<file path="config.mk">
export PLATFORM = sky130hd
export DESIGN_NAME = mul_seq
export DESIGN_NICKNAME = d
export VERILOG_FILES = /design/src/rtl/mul_pkg.sv /design/src/rtl/mul_seq.sv
export SDC_FILE = /design/constraint.sdc
export NUM_CORES = 1
export LEC_CHECK = 0
export ABC_CLOCK_PERIOD_IN_PS = 7800
export CAP_MARGIN = 0
export CORE_ASPECT_RATIO = 0.7
export CORE_UTILIZATION = 50
export CTS_CLUSTER_DIAMETER = 200
export CTS_CLUSTER_SIZE = 25
export DETAILED_ROUTE_END_ITERATION = 10
export GPL_TIMING_DRIVEN = 1
export PLACE_DENSITY = 0.7
export SYNTH_ARGS = -nofsm -noshare
export SYNTH_HDL_FRONTEND = slang
export SYNTH_SLANG_ARGS = --single-unit
</file>
<file path="constraint.sdc">
create_clock -name clk -period 7.8 [get_ports clk]
set_input_delay 1.56 -clock clk [delete_from_list [all_inputs] [get_ports clk]]
set_output_delay 1.56 -clock clk [all_outputs]
set_load 0.01 [all_outputs]
</file>
<file path="src/rtl/mul_pkg.sv">
// Shared types and helpers for the sequential shift-add multiplier.
package mul_pkg;

    typedef enum logic [1:0] {
        IDLE = 2'd0,
        CALC = 2'd1,
        DONE = 2'd2
    } mul_state_e;

    // Operand arrives sign- or zero-extended to 32 bits; the caller truncates.
    function automatic logic [31:0] abs_val(
        input logic [31:0] operand,
        input logic        is_signed
    );
        return (is_signed && operand[31]) ? (~operand + 32'd1) : operand;
    endfunction

endpackage

</file>
<file path="src/rtl/mul_seq.sv">
// Sequential shift-add multiplier, signed/unsigned, with valid/ready
// handshakes on request and response sides.
module mul_seq
    import mul_pkg::*;
#(
    parameter int WIDTH = 4
) (
    input  logic                 clk,
    input  logic                 rst_n,
    input  logic                 in_valid,
    output logic                 in_ready,
    input  logic [WIDTH-1:0]     a,
    input  logic [WIDTH-1:0]     b,
    input  logic                 is_signed,
    output logic                 out_valid,
    input  logic                 out_ready,
    output logic [2*WIDTH-1:0]   y,
    output logic                 busy
);

    localparam int WW = 2 * WIDTH;
    localparam int CW = $clog2(WIDTH + 1);
    localparam logic [CW-1:0] LAST = CW'(WIDTH - 1);

    mul_state_e       r_state;
    logic [WIDTH-1:0] r_mcand;
    logic [WIDTH-1:0] r_mplier;
    logic [WW-1:0]    r_acc;
    logic [CW-1:0]    r_cnt;
    logic             r_neg;
    logic [WW-1:0]    r_y;
    logic             r_out_valid;

    logic [31:0]      w_a_ext;
    logic [31:0]      w_b_ext;
    logic [WIDTH-1:0] w_abs_a;
    logic [WIDTH-1:0] w_abs_b;
    logic [WW-1:0]    w_addend;
    logic [WW-1:0]    w_acc_nxt;

    assign w_a_ext = is_signed ? 32'(signed'(a)) : 32'(a);
    assign w_b_ext = is_signed ? 32'(signed'(b)) : 32'(b);
    // Magnitude of the most negative value fits as an unsigned WIDTH value.
    assign w_abs_a = WIDTH'(abs_val(w_a_ext, is_signed));
    assign w_abs_b = WIDTH'(abs_val(w_b_ext, is_signed));

    assign w_addend  = r_mplier[0] ? (WW'(r_mcand) << r_cnt) : '0;
    assign w_acc_nxt = r_acc + w_addend;

    assign in_ready  = (r_state == IDLE);
    assign busy      = (r_state != IDLE);
    assign out_valid = r_out_valid;
    assign y         = r_y;

    always_ff @(posedge clk or negedge rst_n) begin
        if (!rst_n) begin
            r_state     <= IDLE;
            r_mcand     <= '0;
            r_mplier    <= '0;
            r_acc       <= '0;
            r_cnt       <= '0;
            r_neg       <= 1'b0;
            r_y         <= '0;
            r_out_valid <= 1'b0;
        end else begin
            unique case (r_state)
                IDLE: begin
                    if (in_valid) begin
                        r_mcand  <= w_abs_a;
                        r_mplier <= w_abs_b;
                        r_neg    <= is_signed & (a[WIDTH-1] ^ b[WIDTH-1]);
                        r_acc    <= '0;
                        r_cnt    <= '0;
                        r_state  <= CALC;
                    end
                end
                CALC: begin
                    r_acc    <= w_acc_nxt;
                    r_mplier <= r_mplier >> 1;
                    r_cnt    <= r_cnt + CW'(1);
                    if (r_cnt == LAST) begin
                        r_y         <= r_neg ? (~w_acc_nxt + WW'(1)) : w_acc_nxt;
                        r_out_valid <= 1'b1;
                        r_state     <= DONE;
                    end
                end
                DONE: begin
                    if (out_ready) begin
                        r_out_valid <= 1'b0;
                        r_state     <= IDLE;
                    end
                end
                default: r_state <= IDLE;
            endcase
        end
    end

endmodule

</file>
; ---- Yosys cells after proc, flatten, opt, wreduce, memory -nomap -nowiden
; Index checks and enable logic that the tools add are counted.
[word_totals]
regBits = 31
latchBits = 0
mem_bits_rw = 0
romBits = 0
out_inout_bits = 11
mem_count = 0
[classes]
n_addsub = 5
multipliers = 0
div = 0
n_lt_le_gt_ge = 0
eq_ne = 6
shift = 1
muxes = 19
bitwise_logic = 5
reduce_logical = 11
[ops]
columns = operator, count
row1 = 2-to-1 mux 32 bit, 2
row2 = 2-to-1 mux 8 bit, 3
row3 = case mux 8 bit (2 select lines), 1
row4 = 2-to-1 mux 4 bit, 3
row5 = "adder 4 x 1 -> 4 bit, second input constant", 2
row6 = "adder 8 x 1 -> 8 bit, second input constant", 1
row7 = adder 8 bit, 1
row8 = inverter 4 bit, 2
row9 = inverter 8 bit, 1
row10 = case mux 4 bit (2 select lines), 1
row11 = << shifter 4 x 3 -> 8 bit, 1
row12 = 2-to-1 mux 2 bit, 3
row13 = "inequality test 2 bit, second input constant", 3
row14 = case mux 2 bit (3 select lines), 1
row15 = case mux 3 bit (2 select lines), 1
row16 = AND reduction 2 bit, 3
row17 = AND reduction 3 bit, 2
row18 = nonzero test 2 bit, 3
row19 = "adder 3 x 1 -> 3 bit, second input constant", 1
row20 = "== test 3 x 2 -> 1 bit, second input constant", 1
row21 = 2-to-1 mux 3 bit, 1
row22 = "== test 2 x 1 -> 1 bit, second input constant", 1
row23 = "== test 2 bit, second input constant", 1
row24 = logical AND 1 bit, 2
row25 = other kinds (5), 6

; ---- Logic depth before layout (Yosys ltp)
; Gate-level depths: netlist (run 1).
[depth]
depth_word = 6
depth_mapped = 13
ltp_nobuf = 12

; ---- Least setup slack after synthesis (run 1)
; No wires, ideal clock.
[synth_path]
kind = register to register
startpoint = register r_cnt[1]
endpoint = register r_y[7], in the netlist y[7]
setup_time_ns = 0.126
arrival_time_ns = 2.702
t_required_ns = 7.674
setup_slack_ns = 4.972
stages_incl_launch_ff = 12
n_path_buf = 1
synth_period_minus_slack_ns = 2.828
cell_sequence = dfrtp_1 clkbuf_1 nand2b_1 nor2_1 ha_1 fa_1 a211oi_2 o21ba_2 o221ai_2 a211o_1 and2_1 a221o_1
[synth_between]
elab_chain_len = 6
word_cells_on_any_way = 8
cone_classes = add/sub (2) / eq/ne (1) / shift (1) / mux (2) / bitwise (1) / reduce/logical (1)
[synth_lines]
columns = item, line
row1 = "start, declared", mul_seq.sv:29  ; logic [CW-1:0] r_cnt;
row2 = "start signal, assigned", mul_seq.sv:80  ; r_cnt <= r_cnt + CW'(1);
row3 = << shifter 4 x 3 -> 8 bit, mul_seq.sv:47  ; assign w_addend = r_mplier[0] ? (WW'(r_mcand) << r_cnt) : '0;
row4 = 2-to-1 mux 8 bit, mul_seq.sv:47
row5 = adder 8 bit, mul_seq.sv:48  ; assign w_acc_nxt = r_acc + w_addend;
row6 = inverter 8 bit, mul_seq.sv:82  ; r_y <= r_neg ? (~w_acc_nxt + WW'(1)) : w_acc_nxt;
row7 = adder 8 x 1 -> 8 bit, mul_seq.sv:82
row8 = 2-to-1 mux 8 bit, mul_seq.sv:82
row9 = "end signal, assigned", mul_seq.sv:82
row10 = "end, declared", mul_seq.sv:31  ; logic [WW-1:0] r_y;
; Several ways; a longest one is shown, not always the timed one.
; A chain may end at the register's enable or synchronous reset.

; ---- Worst setup path after layout (run 1)
[layout_path]
startpoint = register r_state[0]
endpoint = output in_ready
[layout_between]
elab_chain_len = 1
[layout_lines]
columns = item, line
row1 = "start, declared", mul_seq.sv:25  ; mul_state_e r_state;
row2 = "start signal, assigned", mul_seq.sv:57  ; r_state <= IDLE;
row3 = "start signal, assigned", mul_seq.sv:74  ; r_state <= CALC;
row4 = "start signal, assigned", mul_seq.sv:84  ; r_state <= DONE;
row5 = zero test 2 bit, mul_seq.sv:50  ; assign in_ready = (r_state == IDLE);
row6 = "end, declared", mul_seq.sv:11  ; output logic in_ready,
; No other way between the ends.

==> results of run 1 <==
[cells in the mapped netlist (all sizes together), types with 2 or more instances]
master  instances
nand3           6
nor3            3
or3             3
and3b           3
mux2i           5
o31ai           3
a21oi          13
a211oi          3
o21ai          27
inv            12
and3            2
nor2b           5
xor2            5
clkbuf          7
nor2           14
ha             12
nand2b          5
o211a           2
nand2          37
a22o            4
xnor2           3
dfrtp          31
[through the flow]
step	instance area, µm²	std cells	util (%)	total power (µW)	hold WS (ps)
after floorplan	2010	228	-	596	447
after global placement	2280	295	62.1	729	460
after detailed placement	2280	295	62.1	732	470
after CTS	2390	303	65.1	899	486
after global routing	2390	303	65.1	969	513
final	2390	303	65.1	900	482
[metal layers]
metal	GRT usage (%)	vias to the layer above
li1	-	872
met4	8.18	0
met3	8.20	14
met2	29.9	65
met1	36.4	798
met5	0	-
[flip-flops by register name (all words and copies together), names as in the netlist]
name and count:
r_cnt 3, r_acc 8, y 8, r_neg 1, r_mplier 4, out_valid 1
r_state 2, r_mcand 4
[logic make-up (layout without fill, tap and decap cells)]
family,Yosys count,in the layout
buffers and inverters,20,45
adder cells (fa/ha/maj),13,13
flip-flops,31,31
AND/OR/NAND/NOR,84,84
XOR/XNOR,8,8
AO/OA/AOI/OAI,66,66
multiplexers,6,6
[layout by cell type (no fill, tap or decap), types with 2 or more instances in the layout]
cell type,n
a211oi_1,2
a21oi_1,13
a22o_1,4
and3_1,2
and3b_1,3
buf_4,2
clkbuf_8,5
clkdlybuf4s50_1,23
dfrtp_1,31
ha_1,12
inv_1,12
mux2i_1,4
nand2_1,37
nand2b_1,5
nand3_1,6
nor2_1,14
nor2b_1,5
nor3_1,3
o211a_1,2
o21ai_0,26
o31ai_1,3
or3_1,2
xnor2_1,3
xor2_1,5
[final timing paths]
| path | startpoint | to | slack, ps | cells after the start |
|---|---|---|---|---|
| worst max-delay path | r_state[0] | in_ready | 4630 | 2 |
| worst min-delay path | y[3] | y[3] | 480 | 2 |
| worst max register to register | r_cnt[0] | y[7] | 4660 | 11 |
| worst min register to register | y[3] | y[3] | 480 | 2 |
| max in group asynchronous | rst_n | y[0] | 5850 | 2 |
| min in group asynchronous | rst_n | r_acc[5] | 1660 | 2 |
[report_power, final]
part	total [µW]	leakage (µW)	internal, µW	switching, µW
clock network	160	0.0000581	95.0	65.2
logic	446	0.000635	202	244
registers	294	0.000404	221	72.9
[worst max-delay path, stage by stage (launching register included)]
cell and delay, ps:
dfrtp_1 480, nor2_1 250, clkdlybuf4s50_1 590
[cell type report]
class | count | area [µm²] | share of cell area (%)
clock buffers | 5 | 68.8 | 2.88
inverters | 12 | 45.0 | 1.88
well taps | 50 | 62.6 | 2.62
clock inverters | 3 | 43.8 | 1.83
multi-input cells | 177 | 1150 | 48.1
repair buffers | 25 | 245 | 10.3
flip-flops and latches | 31 | 776 | 32.4
==> key figures, run 1 <==
GRT
  – Largest net degree at the start of global routing: 32
  – GRT overflow: 0
  – Vias in the first global route: 1486
  – First-pass GRT wire length: 7390 µm
  – GRT Util Overall: 23.8%
  – Initial antenna violation count: 0

Detailed routing
  – Total number of vias: 1749
  – Met3 Wirelength: 274 µm
  – Met2 wire len: 1780 µm
  – DRC violations left: 0
  – Drt pass-1 iters: 4
  – 1st-iter DRT viols: 117
  – Via/cell ratio: 5.77
  – WL final: 4640 µm
  – Max layer used: met4
  – DR WL/cell: 15.3 µm
  – Post-detailed-route count of antenna-violating nets: 0
  – M1 WL: 2520 µm

Yosys
  – Mapped Area: 2010 µm²
  – Simple-gate share of the synthesized area: 20.3%
  – Synthesized instance count: 228
  – Post-synth top area share: 38.6%
  – Synth Area in Adders: 8.47%
  – Post-synthesis compound-gate area fraction: 21.7%
  – Yosys warnings: 0
  – Library cells used by synthesis: 49
  – Synth Net Count: 254
  – Synth area leader: dfrtp_1
  – Main combinational cell family by area after synthesis: compound AO/OA/AOI/OAI gates
  – XOR/XNOR Fraction of Synth Area: 3.49%
  – Mean Syn Cell Area: 8.81 µm²
  – Register area share after synthesis: 38.6%
  – Post-synthesis mux area share: 3.24%
  – Top cells by area, synth: dfrtp_1 39%, ha_1 7.5%, nand2_1 6.9%
  – Post-synth EDFFs: 0
  – Top FF cell, synth: dfrtp_1
  – FFs w/ async S/R, synth: 100%
  – Seq cells post-synth: 31

STA
  – Max Slew Vio Count: 0
  – Final setup violating endpoints: 0
  – Headroom to the max-slew limit: 65.4%
  – Setup tns final: 0 ps
  – Setup ws final: 4630 ps
  – Unrepaired setup endpoints after global routing: no
  – Worst Skew: 2.70 ps
  – Period utilization: 40.6%
  – Tightest Pin Transition: 506 ps
  – Tmin final: 3170 ps
  – Fmax: 316 MHz
  – Final Hold Viols: 0

Floorplanning
  – Die Area: 4280 µm²
  – Die X: 77.7 µm
  – Core area: 3670 µm²
  – Die H: 55.0 µm
  – Initial core utilization: 54.7%
  – Row cnt: 18
  – Ports: 24

Placement
  – DP HPWL: 3480 µm
  – Worst slack, placed: 4690 ps
  – GPL Wtd Cong: 0.869
  – # port buffers: 23

Clock tree
  – CTS clk-pin slew, worst paths: 70 ps
  – H-Tree Depth: 2
  – Clock Latency Late Sink: 290 ps
  – Hold_buf cts: 0
  – Post-CTS Setup Inserts: 0
  – CTS Sinks: 31
  – Longest Clk Path Bufs: 2
  – CTS tree: built
  – Root buffer cell: clkbuf_8
  – CTS Buf Count: 5
  – CTS resizes: 0

Run
  – MaxCap Viol Count: 0

Cells and area
  – Syn-to-layout area delta: 19.1%
  – Fill cells: 317
  – Share of layout cells above drive strength 1: 7.51%
  – Final net count: 278
  – # diodes: 0

Setup path
  – Critical path type: flip-flop to output pin
  – Startpoint Class: flip-flop
  – Worst Path Arrival: 1610 ps
  – Endpoint class of the critical path: output pin
  – Critical path peak fanout: 11
  – CP required: 6240 ps

Outcome
  – Status: complete, no violations

Pwr
  – Peak VDD IR: 0.218 mV
  – Pwr/cell area: 376 nW/µm²
  – Pleak: 0.00110 µW

Worst hold path
  – Hold Crit Class: flip-flop to flip-flop
No activity file was read; power rests on OpenSTA's default activity.
==> inputs of run 2 (changes only) <==
- ABC_CLOCK_PERIOD_IN_PS: 7800 -> 2600
- PLACE_DENSITY: 0.7 -> 0.73
- clock period: 7.8 -> 2.6 ns (I/O delays scaled with it)
==> run 2 against run 1 <==
  * The run now ends with negative setup slack left
  * Clock skew is essentially flat
  * Die area is the same
  * Utilization grew 8.2 points
  * Critical path type is now flip-flop to flip-flop
  * Power grew to 3.5 times the previous value
  * First-iteration DRC count grew 55%
==> key figures, run 2 (synthesized netlist as in run 1, its figures left out) <==
Outcome
  – Status: finished, violations left
  – Failing checks: negative setup slack

Floorplanning
  – Die Area: 4280 µm² (unchanged)
  – Row cnt: 18 (unchanged)
  – Die H: 55.0 µm (unchanged)
  – Die X: 77.7 µm (unchanged)
  – Ports: 24 (unchanged)
  – Initial core utilization: 54.7% (unchanged)
  – Core area: 3670 µm² (unchanged)

Cells and area
  – Syn-to-layout area delta: 34.0%
  – Final std cells w/o fill: 336 (+11%)
  – Fill cells: 271 (-15%)
  – Most frequent cells in the layout: 37 x nand2_1, 35 x buf_4, 30 x dfrtp_1
  – Share of layout cells above drive strength 1: 23.4% (+16 points)
  – # diodes: 0 (unchanged)
  – Commonest non-fill, non-tap cell in the layout: nand2_1
  – Final net count: 311 (+12%)

Detailed routing
  – Met2 wire len: 2500 µm (+40%)
  – DR WL/cell: 16.4 µm (+6.8%)
  – Total number of vias: 1940 (+11%)
  – Post-detailed-route count of antenna-violating nets: 0 (unchanged)
  – WL final: 5500 µm (+18%)
  – Via/cell ratio: 5.77 (about the same)
  – M1 WL: 2600 µm (+2.9%)
  – DRC violations left: 0 (unchanged)
  – Max layer used: met4
  – Drt pass-1 iters: 5 (+1)
  – Met3 Wirelength: 295 µm (+7.7%)
  – 1st-iter DRT viols: 181 (+55%)

STA
  – Final Hold Viols: 0 (unchanged)
  – Tmin final: 2900 ps
  – Final setup violating endpoints: 4 (+4)
  – Worst Skew: 2.94 ps (+0.240 ps)
  – Final hold slack: 487 ps (+5.19 ps)
  – Setup ws final: -296 ps (-4930 ps)
  – Unrepaired setup endpoints after global routing: yes
  – Fmax: 345 MHz
  – Period utilization: 111%
  – Tightest Pin Transition: 406 ps (-100 ps)
  – Max Slew Vio Count: 0 (unchanged)
  – Headroom to the max-slew limit: 73.0% (+7.6 points)

Run
  – MaxCap Viol Count: 0 (unchanged)

Setup path
  – CP max stage delay: 420 ps (-170 ps)
  – Slowest CP cell: dfrtp_2
  – Worst r2r src: r_cnt[0]
  – Critical path type: flip-flop to flip-flop
  – Critical Path, Cell by Cell: and2b_2 -> nand2b_1 -> nor2_2 -> ha_2 -> fa_2 -> a211oi_4 -> o21ba_2 -> o221ai_2 -> a211o_1 -> and2_1 -> a221o_1
  – Endpoint class of the critical path: flip-flop
  – Worst Path Arrival: 3070 ps (+1460 ps)
  – R2R Path End: y[7]
  – CP required: 2780 ps (-3460 ps)
  – Critical path peak fanout: 5 (-6)
  – Setup slack, reg-to-reg: -300 ps (-4960 ps)
  – Worst Reg-to-Reg Cells: 11 (unchanged)
  – Startpoint Class: flip-flop

GRT
  – GRT Util Overall: 28.2% (+4.3 points)
  – Initial antenna violation count: 0 (unchanged)
  – Vias in the first global route: 1876 (+26%)
  – GRT overflow: 0 (unchanged)
  – Largest net degree at the start of global routing: 32 (unchanged)
  – First-pass GRT wire length: 8960 µm (+21%)

Clock tree
  – Clock Latency Late Sink: 290 ps (about the same)
  – Root buffer cell: clkbuf_8
  – CTS clk-pin slew, worst paths: 70 ps (about the same)
  – Hold_buf cts: 0 (unchanged)
  – CTS Sinks: 31 (unchanged)
  – CTS tree: built
  – CTS Buf Count: 5 (unchanged)
  – Longest Clk Path Bufs: 2 (unchanged)
  – H-Tree Depth: 2 (unchanged)

Worst hold path
  – Hold depth: 2 (unchanged)
  – Hold path endpoint: r_mplier[3]
  – Min-delay src: r_mplier[3]
  – Hold Crit Class: flip-flop to flip-flop

Pwr
  – Peak VDD IR: 0.667 mV (+210%)
  – Power Total: 3120 µW (+250%)
  – Pwr/cell area: 1160 nW/µm² (+210%)
  – Pleak: 0.00124 µW (+13%)

Placement
  – DP HPWL: 3840 µm (+10%)
  – Worst slack, placed: -366 ps (-5060 ps)
  – # port buffers: 23 (unchanged)
  – Dpl cells: 327 (+11%)
  – GPL Wtd Cong: 0.834 (-4.1%)
-- run 2: worst max-delay path by stage --
stage               startpoint    to  slack, ps  cells after the start
floorplan             r_cnt[0]  y[7]       -170                     12
global placement      r_cnt[0]  y[6]       -340                     12
detailed placement    r_cnt[0]  y[7]       -370                     11
CTS                   r_cnt[0]  y[7]       -260                     13
global route          r_cnt[0]  y[7]       -410                     13
finish                r_cnt[0]  y[7]       -300                     11
-- run 2: area by class of cell --
cell class	count	area, µm²	share of cell area (%)
Clock buffer	6	72.6	2.70
Tap cell	50	62.6	2.32
Multi-Input combinational cell	177	1230	45.7
Inverter	12	45.0	1.67
Timing Repair Buffer	58	493	18.3
Clock inverter	2	12.5	0.465
Sequential cell	31	777	28.9
-- run 2: repair_timing --
action,in CTS,in global routing
cloned,0,0
resized for setup,11,12
endpoints found under the hold margin,0,0
endpoints found under the setup margin,6,7
pin swaps,1,1
setup buffers,0,1
-- run 2: per-layer routing --
metal / up-vias / GRT usage, %
li1: 926 / -
met1: 931 / 37.4
met2: 66 / 46.5
met3: 17 / 5.41
met4: 0 / 11.3
met5: - / 0
-- run 2: worst max-delay path, delay by kind of cell, from the launching register on --
| kind | cells | cell delay (ps) |
|---|---|---|
| compound gates | 5 | 1220 |
| fa+ha+maj | 2 | 560 |
| flops | 1 | 420 |
| simple gates | 4 | 580 |
-- run 2: through the flow --
step	utilization, %	TNS (ps)	cell area, µm²
final	73.3	-620	2690
after global routing	73.3	-1220	2690
after CTS	72.1	-492	2650
after detailed placement	68.7	-965	2520
after global placement	68.7	-662	2520
after floorplan	-	-225	2010
-- run 2: power by group --
group          internal [µW]  total, µW  switching [µW]
sequential               665        859             194
clock                    187        385             198
combinational            946       1870             928
